`src/rtl/ibex_id_instr_tracker_if.sv`:
```
// ibex_id_instr_tracker_if
//
// Bundles the ID-stage probe signals (into the tracker) and the trace record
// channel plus status (out of the tracker). Clock and reset stay plain ports
// on the modules that use this interface.
//
// Modports:
//   slave  - tracker view: ID probe inputs and rec_ready_i in, records/status out
//   master - environment view: drives the ID probe and rec_ready_i, observes records
//
// Record channel handshake: a record transfers on a clock edge where
// rec_valid_o && rec_ready_i. rec_valid_o never depends combinationally on
// rec_ready_i, and the record fields hold stable while rec_valid_o is high
// and rec_ready_i is low.
interface ibex_id_instr_tracker_if #(
    parameter int unsigned DATA_WIDTH = 32,
    parameter int unsigned DEPTH      = 4
);
    localparam int unsigned LW = $clog2(DEPTH) + 1;

    // ID-stage probe
    logic                  valid_id_i;
    logic                  instr_new_id_i;
    logic                  err_id_i;
    logic                  is_compressed_id_i;
    logic [15:0]           instr_compressed_id_i;
    logic [DATA_WIDTH-1:0] instr_id_i;
    logic [DATA_WIDTH-1:0] pc_id_i;
    logic                  branch_taken_id_i;
    logic [DATA_WIDTH-1:0] branch_target_id_i;
    logic                  stall_id_i;
    logic                  jump_set_id_i;
    logic [63:0]           rvfi_order_id_i;

    // Record channel
    logic                  rec_valid_o;
    logic                  rec_ready_i;
    logic [DATA_WIDTH-1:0] rec_pc_o;
    logic [DATA_WIDTH-1:0] rec_instr_o;
    logic [DATA_WIDTH-1:0] rec_target_o;
    logic                  rec_compressed_o;
    logic                  rec_err_o;
    logic                  rec_taken_o;
    logic [63:0]           rec_order_o;
    logic [15:0]           rec_stall_cycles_o;

    // Status
    logic [LW-1:0]         level_o;
    logic                  overflow_o;
    logic [15:0]           drop_count_o;
    logic                  order_gap_o;

    modport slave (
        input  valid_id_i, instr_new_id_i, err_id_i, is_compressed_id_i,
               instr_compressed_id_i, instr_id_i, pc_id_i, branch_taken_id_i,
               branch_target_id_i, stall_id_i, jump_set_id_i, rvfi_order_id_i,
               rec_ready_i,
        output rec_valid_o, rec_pc_o, rec_instr_o, rec_target_o,
               rec_compressed_o, rec_err_o, rec_taken_o, rec_order_o,
               rec_stall_cycles_o, level_o, overflow_o, drop_count_o,
               order_gap_o
    );

    modport master (
        output valid_id_i, instr_new_id_i, err_id_i, is_compressed_id_i,
               instr_compressed_id_i, instr_id_i, pc_id_i, branch_taken_id_i,
               branch_target_id_i, stall_id_i, jump_set_id_i, rvfi_order_id_i,
               rec_ready_i,
        input  rec_valid_o, rec_pc_o, rec_instr_o, rec_target_o,
               rec_compressed_o, rec_err_o, rec_taken_o, rec_order_o,
               rec_stall_cycles_o, level_o, overflow_o, drop_count_o,
               order_gap_o
    );
endinterface

```
`src/rtl/ibex_id_instr_tracker.sv`:
```
// ibex_id_instr_tracker
//
// Turns per-cycle ID-stage probe signals into one record per instruction
// (PC, instruction, error, RVFI order, branch/jump outcome, stall-cycle
// count) and queues the records in a DEPTH-entry FIFO drained over a
// valid/ready channel. Dropped records, overflow and RVFI order gaps are
// flagged so lost trace data is visible.
//
// Ports:
//   clk_i       - clock
//   rst_ni      - asynchronous active-low reset
//   trk         - ibex_id_instr_tracker_if.slave (ID probe, record channel, status)
//   state_dbg_o - capture FSM state (0 = IDLE, 1 = HELD)
module ibex_id_instr_tracker #(
    parameter int unsigned DATA_WIDTH = 32,
    parameter int unsigned DEPTH      = 4
) (
    input  logic                     clk_i,
    input  logic                     rst_ni,
    ibex_id_instr_tracker_if.slave   trk,
    output logic                     state_dbg_o
);
    localparam int unsigned AW = $clog2(DEPTH);
    localparam int unsigned LW = AW + 1;

    typedef enum logic {
        ST_IDLE = 1'b0,
        ST_HELD = 1'b1
    } state_e;

    typedef struct packed {
        logic [DATA_WIDTH-1:0] pc;
        logic [DATA_WIDTH-1:0] instr;
        logic [DATA_WIDTH-1:0] target;
        logic                  comp;
        logic                  err;
        logic                  taken;
        logic [63:0]           order;
        logic [15:0]           stall;
    } rec_t;

    state_e         state_q;
    rec_t           held_q;
    rec_t           new_rec;

    rec_t           mem_q [DEPTH];
    logic [AW-1:0]  wr_ptr_q;
    logic [AW-1:0]  rd_ptr_q;
    logic [LW-1:0]  count_q;
    logic [63:0]    last_order_q;
    logic           have_ref_q;
    logic           overflow_q;
    logic [15:0]    drop_cnt_q;
    logic           gap_q;

    logic           id_open;
    logic           id_close;
    logic           id_taken;
    logic           fifo_full;
    logic           rec_valid;
    logic           pop;
    logic           push_ok;
    logic           drop;
    rec_t           head;

    // ------------------------------------------------------------------
    // Capture side
    // ------------------------------------------------------------------
    assign id_open  = trk.valid_id_i && trk.instr_new_id_i;
    assign id_close = (state_q == ST_HELD) && (trk.instr_new_id_i || !trk.valid_id_i);
    assign id_taken = trk.branch_taken_id_i || trk.jump_set_id_i;

    // Record image of the instruction entering ID this cycle.
    always_comb begin
        new_rec        = '0;
        new_rec.pc     = trk.pc_id_i;
        new_rec.instr  = trk.is_compressed_id_i
                       ? {{(DATA_WIDTH-16){1'b0}}, trk.instr_compressed_id_i}
                       : trk.instr_id_i;
        new_rec.comp   = trk.is_compressed_id_i;
        new_rec.err    = trk.err_id_i;
        new_rec.order  = trk.rvfi_order_id_i;
        new_rec.taken  = id_taken;
        new_rec.target = id_taken ? trk.branch_target_id_i : '0;
        new_rec.stall  = 16'h0000;
    end

    // Capture FSM. On a closing edge the held record goes to the FIFO as-is;
    // the probe values present at that edge belong to the next instruction
    // (or to nothing) and are not merged into it.
    always_ff @(posedge clk_i or negedge rst_ni) begin
        if (!rst_ni) begin
            state_q <= ST_IDLE;
            held_q  <= '0;
        end else begin
            case (state_q)
                ST_IDLE: begin
                    if (id_open) begin
                        held_q  <= new_rec;
                        state_q <= ST_HELD;
                    end
                end
                ST_HELD: begin
                    if (id_close) begin
                        if (id_open) begin
                            held_q <= new_rec;
                        end else begin
                            state_q <= ST_IDLE;
                        end
                    end else begin
                        if (trk.stall_id_i && (held_q.stall != 16'hFFFF)) begin
                            held_q.stall <= held_q.stall + 16'd1;
                        end
                        if (trk.err_id_i) begin
                            held_q.err <= 1'b1;
                        end
                        // First branch/jump assertion wins; later ones are ignored.
                        if (!held_q.taken && id_taken) begin
                            held_q.taken  <= 1'b1;
                            held_q.target <= trk.branch_target_id_i;
                        end
                    end
                end
                default: begin
                    state_q <= ST_IDLE;
                end
            endcase
        end
    end

    assign state_dbg_o = state_q;

    // ------------------------------------------------------------------
    // Record FIFO
    // ------------------------------------------------------------------
    assign fifo_full = (count_q == LW'(DEPTH));
    assign rec_valid = (count_q != '0);
    assign pop       = rec_valid && trk.rec_ready_i;
    // A pop in the same edge frees the slot, so a full FIFO still accepts.
    assign push_ok   = id_close && (!fifo_full || pop);
    assign drop      = id_close && fifo_full && !pop;

    always_ff @(posedge clk_i or negedge rst_ni) begin
        if (!rst_ni) begin
            for (int i = 0; i < DEPTH; i++) begin
                mem_q[i] <= '0;
            end
            wr_ptr_q     <= '0;
            rd_ptr_q     <= '0;
            count_q      <= '0;
            last_order_q <= '0;
            have_ref_q   <= 1'b0;
            overflow_q   <= 1'b0;
            drop_cnt_q   <= '0;
            gap_q        <= 1'b0;
        end else begin
            if (push_ok) begin
                mem_q[wr_ptr_q] <= held_q;
                wr_ptr_q        <= wr_ptr_q + AW'(1);
                // Reference only advances on accepted pushes, so a drop shows
                // up as a gap on the next push that makes it in.
                if (have_ref_q && (held_q.order != last_order_q + 64'd1)) begin
                    gap_q <= 1'b1;
                end
                last_order_q <= held_q.order;
                have_ref_q   <= 1'b1;
            end
            if (pop) begin
                rd_ptr_q <= rd_ptr_q + AW'(1);
            end
            case ({push_ok, pop})
                2'b10:   count_q <= count_q + LW'(1);
                2'b01:   count_q <= count_q - LW'(1);
                default: count_q <= count_q;
            endcase
            if (drop) begin
                overflow_q <= 1'b1;
                if (drop_cnt_q != 16'hFFFF) begin
                    drop_cnt_q <= drop_cnt_q + 16'd1;
                end
            end
        end
    end

    // Record fields read zero whenever nothing is queued.
    assign head = rec_valid ? mem_q[rd_ptr_q] : '0;

    assign trk.rec_valid_o        = rec_valid;
    assign trk.rec_pc_o           = head.pc;
    assign trk.rec_instr_o        = head.instr;
    assign trk.rec_target_o       = head.target;
    assign trk.rec_compressed_o   = head.comp;
    assign trk.rec_err_o          = head.err;
    assign trk.rec_taken_o        = head.taken;
    assign trk.rec_order_o        = head.order;
    assign trk.rec_stall_cycles_o = head.stall;
    assign trk.level_o            = count_q;
    assign trk.overflow_o         = overflow_q;
    assign trk.drop_count_o       = drop_cnt_q;
    assign trk.order_gap_o        = gap_q;

endmodule

```
`src/flat_wrapper.sv`:
```
// flat-port wrapper written by rule: the top's interface ports become plain ports
module ibex_id_instr_tracker_flat 
#(
    parameter int unsigned DATA_WIDTH = 32,
    parameter int unsigned DEPTH      = 4
)
  (clk_i, rst_ni, state_dbg_o, trk_valid_id_i, trk_instr_new_id_i, trk_err_id_i, trk_is_compressed_id_i, trk_instr_compressed_id_i, trk_instr_id_i, trk_pc_id_i, trk_branch_taken_id_i, trk_branch_target_id_i, trk_stall_id_i, trk_jump_set_id_i, trk_rvfi_order_id_i, trk_rec_ready_i, trk_rec_valid_o, trk_rec_pc_o, trk_rec_instr_o, trk_rec_target_o, trk_rec_compressed_o, trk_rec_err_o, trk_rec_taken_o, trk_rec_order_o, trk_rec_stall_cycles_o, trk_level_o, trk_overflow_o, trk_drop_count_o, trk_order_gap_o);
  ibex_id_instr_tracker_if #(.DATA_WIDTH(DATA_WIDTH), .DEPTH(DEPTH)) trk_i ();
  input  logic clk_i;
  input  logic rst_ni;
  output logic state_dbg_o;
  input wire logic [$bits(trk_i.valid_id_i)-1:0] trk_valid_id_i;
  input wire logic [$bits(trk_i.instr_new_id_i)-1:0] trk_instr_new_id_i;
  input wire logic [$bits(trk_i.err_id_i)-1:0] trk_err_id_i;
  input wire logic [$bits(trk_i.is_compressed_id_i)-1:0] trk_is_compressed_id_i;
  input wire logic [$bits(trk_i.instr_compressed_id_i)-1:0] trk_instr_compressed_id_i;
  input wire logic [$bits(trk_i.instr_id_i)-1:0] trk_instr_id_i;
  input wire logic [$bits(trk_i.pc_id_i)-1:0] trk_pc_id_i;
  input wire logic [$bits(trk_i.branch_taken_id_i)-1:0] trk_branch_taken_id_i;
  input wire logic [$bits(trk_i.branch_target_id_i)-1:0] trk_branch_target_id_i;
  input wire logic [$bits(trk_i.stall_id_i)-1:0] trk_stall_id_i;
  input wire logic [$bits(trk_i.jump_set_id_i)-1:0] trk_jump_set_id_i;
  input wire logic [$bits(trk_i.rvfi_order_id_i)-1:0] trk_rvfi_order_id_i;
  input wire logic [$bits(trk_i.rec_ready_i)-1:0] trk_rec_ready_i;
  output wire logic [$bits(trk_i.rec_valid_o)-1:0] trk_rec_valid_o;
  output wire logic [$bits(trk_i.rec_pc_o)-1:0] trk_rec_pc_o;
  output wire logic [$bits(trk_i.rec_instr_o)-1:0] trk_rec_instr_o;
  output wire logic [$bits(trk_i.rec_target_o)-1:0] trk_rec_target_o;
  output wire logic [$bits(trk_i.rec_compressed_o)-1:0] trk_rec_compressed_o;
  output wire logic [$bits(trk_i.rec_err_o)-1:0] trk_rec_err_o;
  output wire logic [$bits(trk_i.rec_taken_o)-1:0] trk_rec_taken_o;
  output wire logic [$bits(trk_i.rec_order_o)-1:0] trk_rec_order_o;
  output wire logic [$bits(trk_i.rec_stall_cycles_o)-1:0] trk_rec_stall_cycles_o;
  output wire logic [$bits(trk_i.level_o)-1:0] trk_level_o;
  output wire logic [$bits(trk_i.overflow_o)-1:0] trk_overflow_o;
  output wire logic [$bits(trk_i.drop_count_o)-1:0] trk_drop_count_o;
  output wire logic [$bits(trk_i.order_gap_o)-1:0] trk_order_gap_o;
  assign trk_i.valid_id_i = trk_valid_id_i;
  assign trk_i.instr_new_id_i = trk_instr_new_id_i;
  assign trk_i.err_id_i = trk_err_id_i;
  assign trk_i.is_compressed_id_i = trk_is_compressed_id_i;
  assign trk_i.instr_compressed_id_i = trk_instr_compressed_id_i;
  assign trk_i.instr_id_i = trk_instr_id_i;
  assign trk_i.pc_id_i = trk_pc_id_i;
  assign trk_i.branch_taken_id_i = trk_branch_taken_id_i;
  assign trk_i.branch_target_id_i = trk_branch_target_id_i;
  assign trk_i.stall_id_i = trk_stall_id_i;
  assign trk_i.jump_set_id_i = trk_jump_set_id_i;
  assign trk_i.rvfi_order_id_i = trk_rvfi_order_id_i;
  assign trk_i.rec_ready_i = trk_rec_ready_i;
  assign trk_rec_valid_o = trk_i.rec_valid_o;
  assign trk_rec_pc_o = trk_i.rec_pc_o;
  assign trk_rec_instr_o = trk_i.rec_instr_o;
  assign trk_rec_target_o = trk_i.rec_target_o;
  assign trk_rec_compressed_o = trk_i.rec_compressed_o;
  assign trk_rec_err_o = trk_i.rec_err_o;
  assign trk_rec_taken_o = trk_i.rec_taken_o;
  assign trk_rec_order_o = trk_i.rec_order_o;
  assign trk_rec_stall_cycles_o = trk_i.rec_stall_cycles_o;
  assign trk_level_o = trk_i.level_o;
  assign trk_overflow_o = trk_i.overflow_o;
  assign trk_drop_count_o = trk_i.drop_count_o;
  assign trk_order_gap_o = trk_i.order_gap_o;
  ibex_id_instr_tracker #(.DATA_WIDTH(DATA_WIDTH), .DEPTH(DEPTH)) u_core (.clk_i(clk_i), .rst_ni(rst_ni), .trk(trk_i), .state_dbg_o(state_dbg_o));
endmodule
```
`config.mk`:
```
export PLATFORM = sky130hd
export DESIGN_NAME = ibex_id_instr_tracker_flat
export DESIGN_NICKNAME = d
export VERILOG_FILES = /design/src/rtl/ibex_id_instr_tracker_if.sv /design/src/rtl/ibex_id_instr_tracker.sv /design/src/flat_wrapper.sv
export SDC_FILE = /design/constraint.sdc
export NUM_CORES = 2
export LEC_CHECK = 0
export CAP_MARGIN = 15
export CORE_AREA = 5 5 330 251
export DETAILED_ROUTE_END_ITERATION = 8
export DIE_AREA = 0 0 335 256
export GPL_ROUTABILITY_DRIVEN = 1
export PLACE_DENSITY = 0.79
export REMOVE_ABC_BUFFERS = 1
export SLEW_MARGIN = 10
export SYNTH_ARGS = -nofsm -noshare
export SYNTH_HDL_FRONTEND = slang
export SYNTH_SLANG_ARGS = --single-unit
```
`constraint.sdc`:
```
create_clock -name clk_i -period 5.2 [get_ports clk_i]
set_clock_uncertainty 0.2 [all_clocks]
set_input_delay 1.04 -clock clk_i [delete_from_list [all_inputs] [get_ports clk_i]]
set_output_delay 1.04 -clock clk_i [all_outputs]
set_load 0.005 [all_outputs]
```
=== Yosys cells after proc, flatten, opt, wreduce, memory -nomap -nowiden ===
Cells that the tools add are included.

* Add/subtract/negate cells: 7
* Order comparisons: 3
* Eq/ne operators: 10
* Mux-type cells: 25
* Bitwise logic cells: 3
* Reductions and logical operators: 21

{| class="wikitable"
|+ Operators by type and width
! kind !! number
|-
| $mux 179 || 5
|-
| $bwmux 716 || 1
|-
| $bmux 179 s2 || 1
|-
| $demux 179 s2 || 1
|-
| $pmux 179 s2 || 1
|-
| $mux 32 || 4
|-
| $mux 64 || 2
|-
| $add 64x1->64 const B || 1
|-
| $ne 64x64->1 || 1
|-
| $add 16x1->16 const B || 2
|-
| $mux 16 || 2
|-
| $ne 16x16->1 const B || 2
|-
| $logic_and 1x1->1 || 10
|-
| $ne 3x3->1 const B || 3
|-
| $ge 3x3->1 const B || 2
|-
| $not 2->3 || 2
|-
| $pmux 3 s2 || 1
|-
| $mux 1 || 5
|-
| $add 2x1->2 const B || 2
|-
| $logic_not 1->1 || 4
|-
| $reduce_and 2->1 || 2
|-
| $add 3x1->3 const B || 1
|-
| $eq 3x3->1 const B || 1
|-
| $logic_or 1x1->1 || 3
|-
| 10 further kinds || 10
|}

* Flip-flop bits (word level): 986
* Input bits: 186
* Output and inout bits: 202
* Logic and storage cells: 118

=== Depth between registers and ports, before layout ===
* Depth after elaboration: 6
* Gate-level depth with buffers: 11

=== Worst setup path after synthesis ===
OpenSTA, ideal clock, no wires.

* Kind: input-to-reg
* Start point: in trk_rec_ready_i
* End point: reg u_core.drop_cnt_q[15], in the netlist u_core.trk.drop_count_o[15]
* Library setup time: 123 ps
* Data arrival time: 3,141 ps
* Setup slack: 1,736 ps
* Stages: 8
* Path buffers: 0
* Cells stage by stage: nor4b_1 -> nand3_1 -> a31oi_1 -> and4_1 -> and3_1 -> and4_1 -> or3b_2 -> xnor2_1

* Word-level cells in the longest chain between the ends: 4

{| class="wikitable"
|+ RTL lines
! element !! line !! source
|-
| start: declaration || flat_wrapper.sv:24 || <nowiki>input wire logic [$bits(trk_i.rec_ready_i)-1:0] trk_rec_ready_i;</nowiki>
|-
| $logic_and 1x1->1 || ibex_id_instr_tracker.sv:138 || <nowiki>assign pop = rec_valid && trk.rec_ready_i;</nowiki>
|-
| $logic_not 1->1 || ibex_id_instr_tracker.sv:141 || <nowiki>assign drop = id_close && fifo_full && !pop;</nowiki>
|-
| $logic_and 1x1->1 || ibex_id_instr_tracker.sv:141 ||
|-
| $reduce_and 2->1 (no line) || -- ||
|-
| end signal: assignment || ibex_id_instr_tracker.sv:179 || <nowiki>drop_cnt_q <= drop_cnt_q + 16'd1;</nowiki>
|-
| end: declaration || ibex_id_instr_tracker.sv:53 || <nowiki>logic [15:0] drop_cnt_q;</nowiki>
|}

No other way between the ends.
A chain may end at the register's enable or synchronous reset.

=== Worst setup path in the final report ===
* Start point: reg u_core.rd_ptr_q[1]
* End point: out trk_rec_order_o[21]

* Word-level cells in the longest chain between the ends: 5

{| class="wikitable"
|+ RTL lines
! element !! line !! source
|-
| start: declaration || ibex_id_instr_tracker.sv:48 || <nowiki>logic [AW-1:0] rd_ptr_q;</nowiki>
|-
| start signal: assignment || ibex_id_instr_tracker.sv:169 || <nowiki>rd_ptr_q <= rd_ptr_q + AW'(1);</nowiki>
|-
| $not 2->3 (not written as such) || ibex_id_instr_tracker.sv:186 || <nowiki>assign head = rec_valid ? mem_q[rd_ptr_q] : '0;</nowiki>
|-
| $bmux 179 s2 || ibex_id_instr_tracker.sv:186 ||
|-
| $mux 179 (not written as such) (2 in a row) || ibex_id_instr_tracker.sv:186 ||
|-
| $mux 179 || ibex_id_instr_tracker.sv:186 ||
|-
| end: declaration || flat_wrapper.sv:32 || <nowiki>output wire logic [$bits(trk_i.rec_order_o)-1:0] trk_rec_order_o;</nowiki>
|}

No other way between the ends. The select of a mux whose other input is x is not followed.

==> out/results.ini <==
[outcome]
outcome = completed

[global_route]
grt_pass1_wl_mm = 169
grt_usage = 0.245
gr-total-overflow = 0
grt_max_degree = 102
antenna_found_initial = 6
grt_pass1_vias = 29400

[drt]
wl_per_cell_microns = 22.5
drt-pass1-iter-count = 5
antenna_left = 0
drtIter0Drc = 1863
vias_per_cell = 5.90
route.detailed.drc = 0
drt-total-wl_mm = 105
vias = 27500

[clock_tree]
cts_buffers = 92
tritoncts = yes
postCtsHoldBufs = 0
cts.sinks = 986
clock_latency_ns = 0.64
cts_buffer_depth = 3
post_cts_resize_count = 0
clock-root-buffer = clkbuf_16
htreeDepth = 3
post_cts_buffers = 0
clk_pin_slew_ns = 0.06

[worst_setup_path]
critPathSlowestCell = dfrtp_4
path_buf_inv = 2
worstPathRequired_ns = 3.96
path_cells = buf_4, mux4_2, and2_1, clkdlybuf4s50_1
cp.arrival_ns = 3.11
worstSetupEndpointType = output port
cpLargestDelayFamily = flip-flops
slowest_delay_ns = 0.96
crit_path_start_kind = register
crit_type = register to output port
cp_max_fo = 43

[final_layout]
nNetsFinal = 3727
drive_above_1_share = 0.344
instances_no_fill = 4668
register_area_sq_um = 24700
nFillCells = 5679
synthToLayoutAreaGrowth_pct = 18.7
multi_input_area_sq_um = 19300

[yosys]
yosysTopAreaCell = dfrtp_1
synth_commonest_cells = dfrtp_1 (986), mux2_2 (817), nand2_1 (270), and2_1 (185), mux4_2 (179)
ys_seq_area_frac = 0.550
syn_avg_cell_area_sq_um = 14.0
ys.flop_type = dfrtp_1
async_reset_ff_frac = 1.00
synth_area_leaders = dfrtp_1 (55%), mux2_2 (21%), mux4_2 (9.0%), and2_1 (2.6%), nand2_1 (2.3%)
netlist_instances = 3208
ys_warn_count = 0
synth_top_area_frac = 0.550
ys_ff_latch = 986
synth_most_common_cell = dfrtp_1
syn_area_sq_um = 44800
synth_edf_count = 0
synth_cell_types = 66

[power_and_ir_drop]
internal_power_mw = 22.1
swShare = 0.295
power_mw = 31.3
netSwitchingPower_mw = 9.25
clockPowerShare = 0.226
powerDensity_nw_per_um2 = 588
total_leakage_power_nw = 23.3
seqPwrFrac = 0.396
peakVddDrop_mv = 0.392
combPwrFrac = 0.378

[timing]
relSlewSlack = 0.360
rsz0062_at_grt = no
finalSetupViolCount = 0
period_needed_ns = 4.35
worst_slew_pin_slew_ns = 0.959
hold_viol_final = 0
post-route-period-util = 0.836
fmax_mhz = 230
fin_ws_ns = 0.851
slew_violations = 0

[die]
die_h_microns = 256
die_x_microns = 335
rows = 90
core_sq_um = 79500
start_util = 0.564
fp.dieArea_sq_um = 85800
num_io_pins = 388

[place]
place_inst = 4496
dp_hpwl_mm = 66.4
portBuffers = 387
gp_congestion = 0.935
pre_cts_slack_ns = 0.846

[hold_path]
hold_class = primary input to asynchronous set/reset pin

[job]
cap_violations = 0

## per-stage QoR
step	TNS, ns	hold slack [ns]	utilization	instance area, sq um
after CTS	0	0.276	0.670	53200
after floorplan	-4015.88	0.235	-	44000
final	0	0.242	0.670	53200
after global routing	0	0.297	0.670	53200
after global placement	0	0.251	0.629	50000
after detailed placement	0	0.258	0.629	50000
## layer usage
| layer | up-vias | wire length, microns | track usage | share of wire |
|---|---|---|---|---|
| li1 | 12200 | - | - | - |
| met1 | 14500 | 47200 | 0.359 | 0.45 |
| met2 | 653 | 49800 | 0.383 | 0.47 |
| met3 | 140 | 6220 | 0.0556 | 0.059 |
| met4 | 6 | 1930 | 0.0538 | 0.018 |
| met5 | - | 39 | 0 | 0.00037 |
## cells in the final DEF (no fill, tap or decap), types with 7 or more instances in the layout
cell,count
clkdlybuf4s50_1,385
a21oi_1,21
inv_1,15
clkbuf_16,93
o211ai_1,7
and4_1,11
mux4_2,179
nand3_1,38
nand2b_1,25
xnor2_1,75
nor3_1,22
mux2_2,817
a31oi_1,9
and3_1,19
bufinv_16,12
xor2_1,36
clkbuf_1,12
a22o_1,35
nor2_1,32
clkbuf_8,18
dfrtp_1,984
nand4_1,37
clkinv_2,23
buf_4,33
buf_12,25
nor4_1,18
and2_1,185
mux2i_1,28
o21ai_0,50
nand2_1,264
ha_1,8
## logic make-up (layout without fill, tap and decap cells)
group	after synthesis	count (layout)	synth area share
and+or+nand+nor	693	693	0.0812
other	0	3	0
DFF	986	986	0.550
AOI/OAI and AO/OA	154	154	0.0232
adders and majority gates	9	9	0.00268
xor gates and xnor gates	111	111	0.0217
buffers and inverters	231	630	0.0197
muxes	1024	1024	0.301
## state kept, by name, indices dropped and copies added, names as in the netlist
| signal | cells |
|---|---|
| u_core.last_order_q | 64 |
| u_core.wr_ptr_q | 2 |
| u_core.have_ref_q | 1 |
| u_core.trk.drop_count_o | 16 |
| u_core.held_q | 179 |
| u_core.trk.order_gap_o | 1 |
| u_core.state_dbg_o | 1 |
| u_core.rd_ptr_q | 2 |
| u_core.trk.overflow_o | 1 |
| u_core.trk.level_o | 3 |
| u_core.mem_q | 716 |
## power groups by stage
stage | Clock, mW | Combinational [mW] | Sequential (mW)
2_1_floorplan | 0 | 7.47 | 12.1
3_3_place_gp | 0 | 11.7 | 12.3
3_5_place_dp | 0 | 11.9 | 12.5
4_1_cts | 7.21 | 12.0 | 12.4
5_1_grt | 7.52 | 12.8 | 12.7
6_report | 7.08 | 11.8 | 12.4
## area by class of cell
type                            count  share of cell area
Clock buffer                      123              0.0492
Sequential cell                   986               0.464
Clock inverter                     46              0.0109
Tap cell                         1058              0.0249
Timing Repair Buffer              445              0.0868
Inverter                           16             0.00113
Multi-Input combinational cell   1991               0.363
Antenna cell                        3            0.000141
## final timing paths
check | startpoint | to | slack (ns) | cells after the start
max | u_core.rd_ptr_q[1] | trk_rec_order_o[21] | 0.85 | 4
min in group clk_i | u_core.have_ref_q | u_core.have_ref_q | 0.28 | 1
min reg2reg | u_core.have_ref_q | u_core.have_ref_q | 0.28 | 1
max reg2reg | u_core.last_order_q[20] | u_core.trk.order_gap_o | 1.20 | 8
min | rst_ni | u_core.mem_q[620] | 0.24 | 1
max in group asynchronous | rst_ni | u_core.mem_q[504] | 3.42 | 2
(Power assumes the default switching activity.)
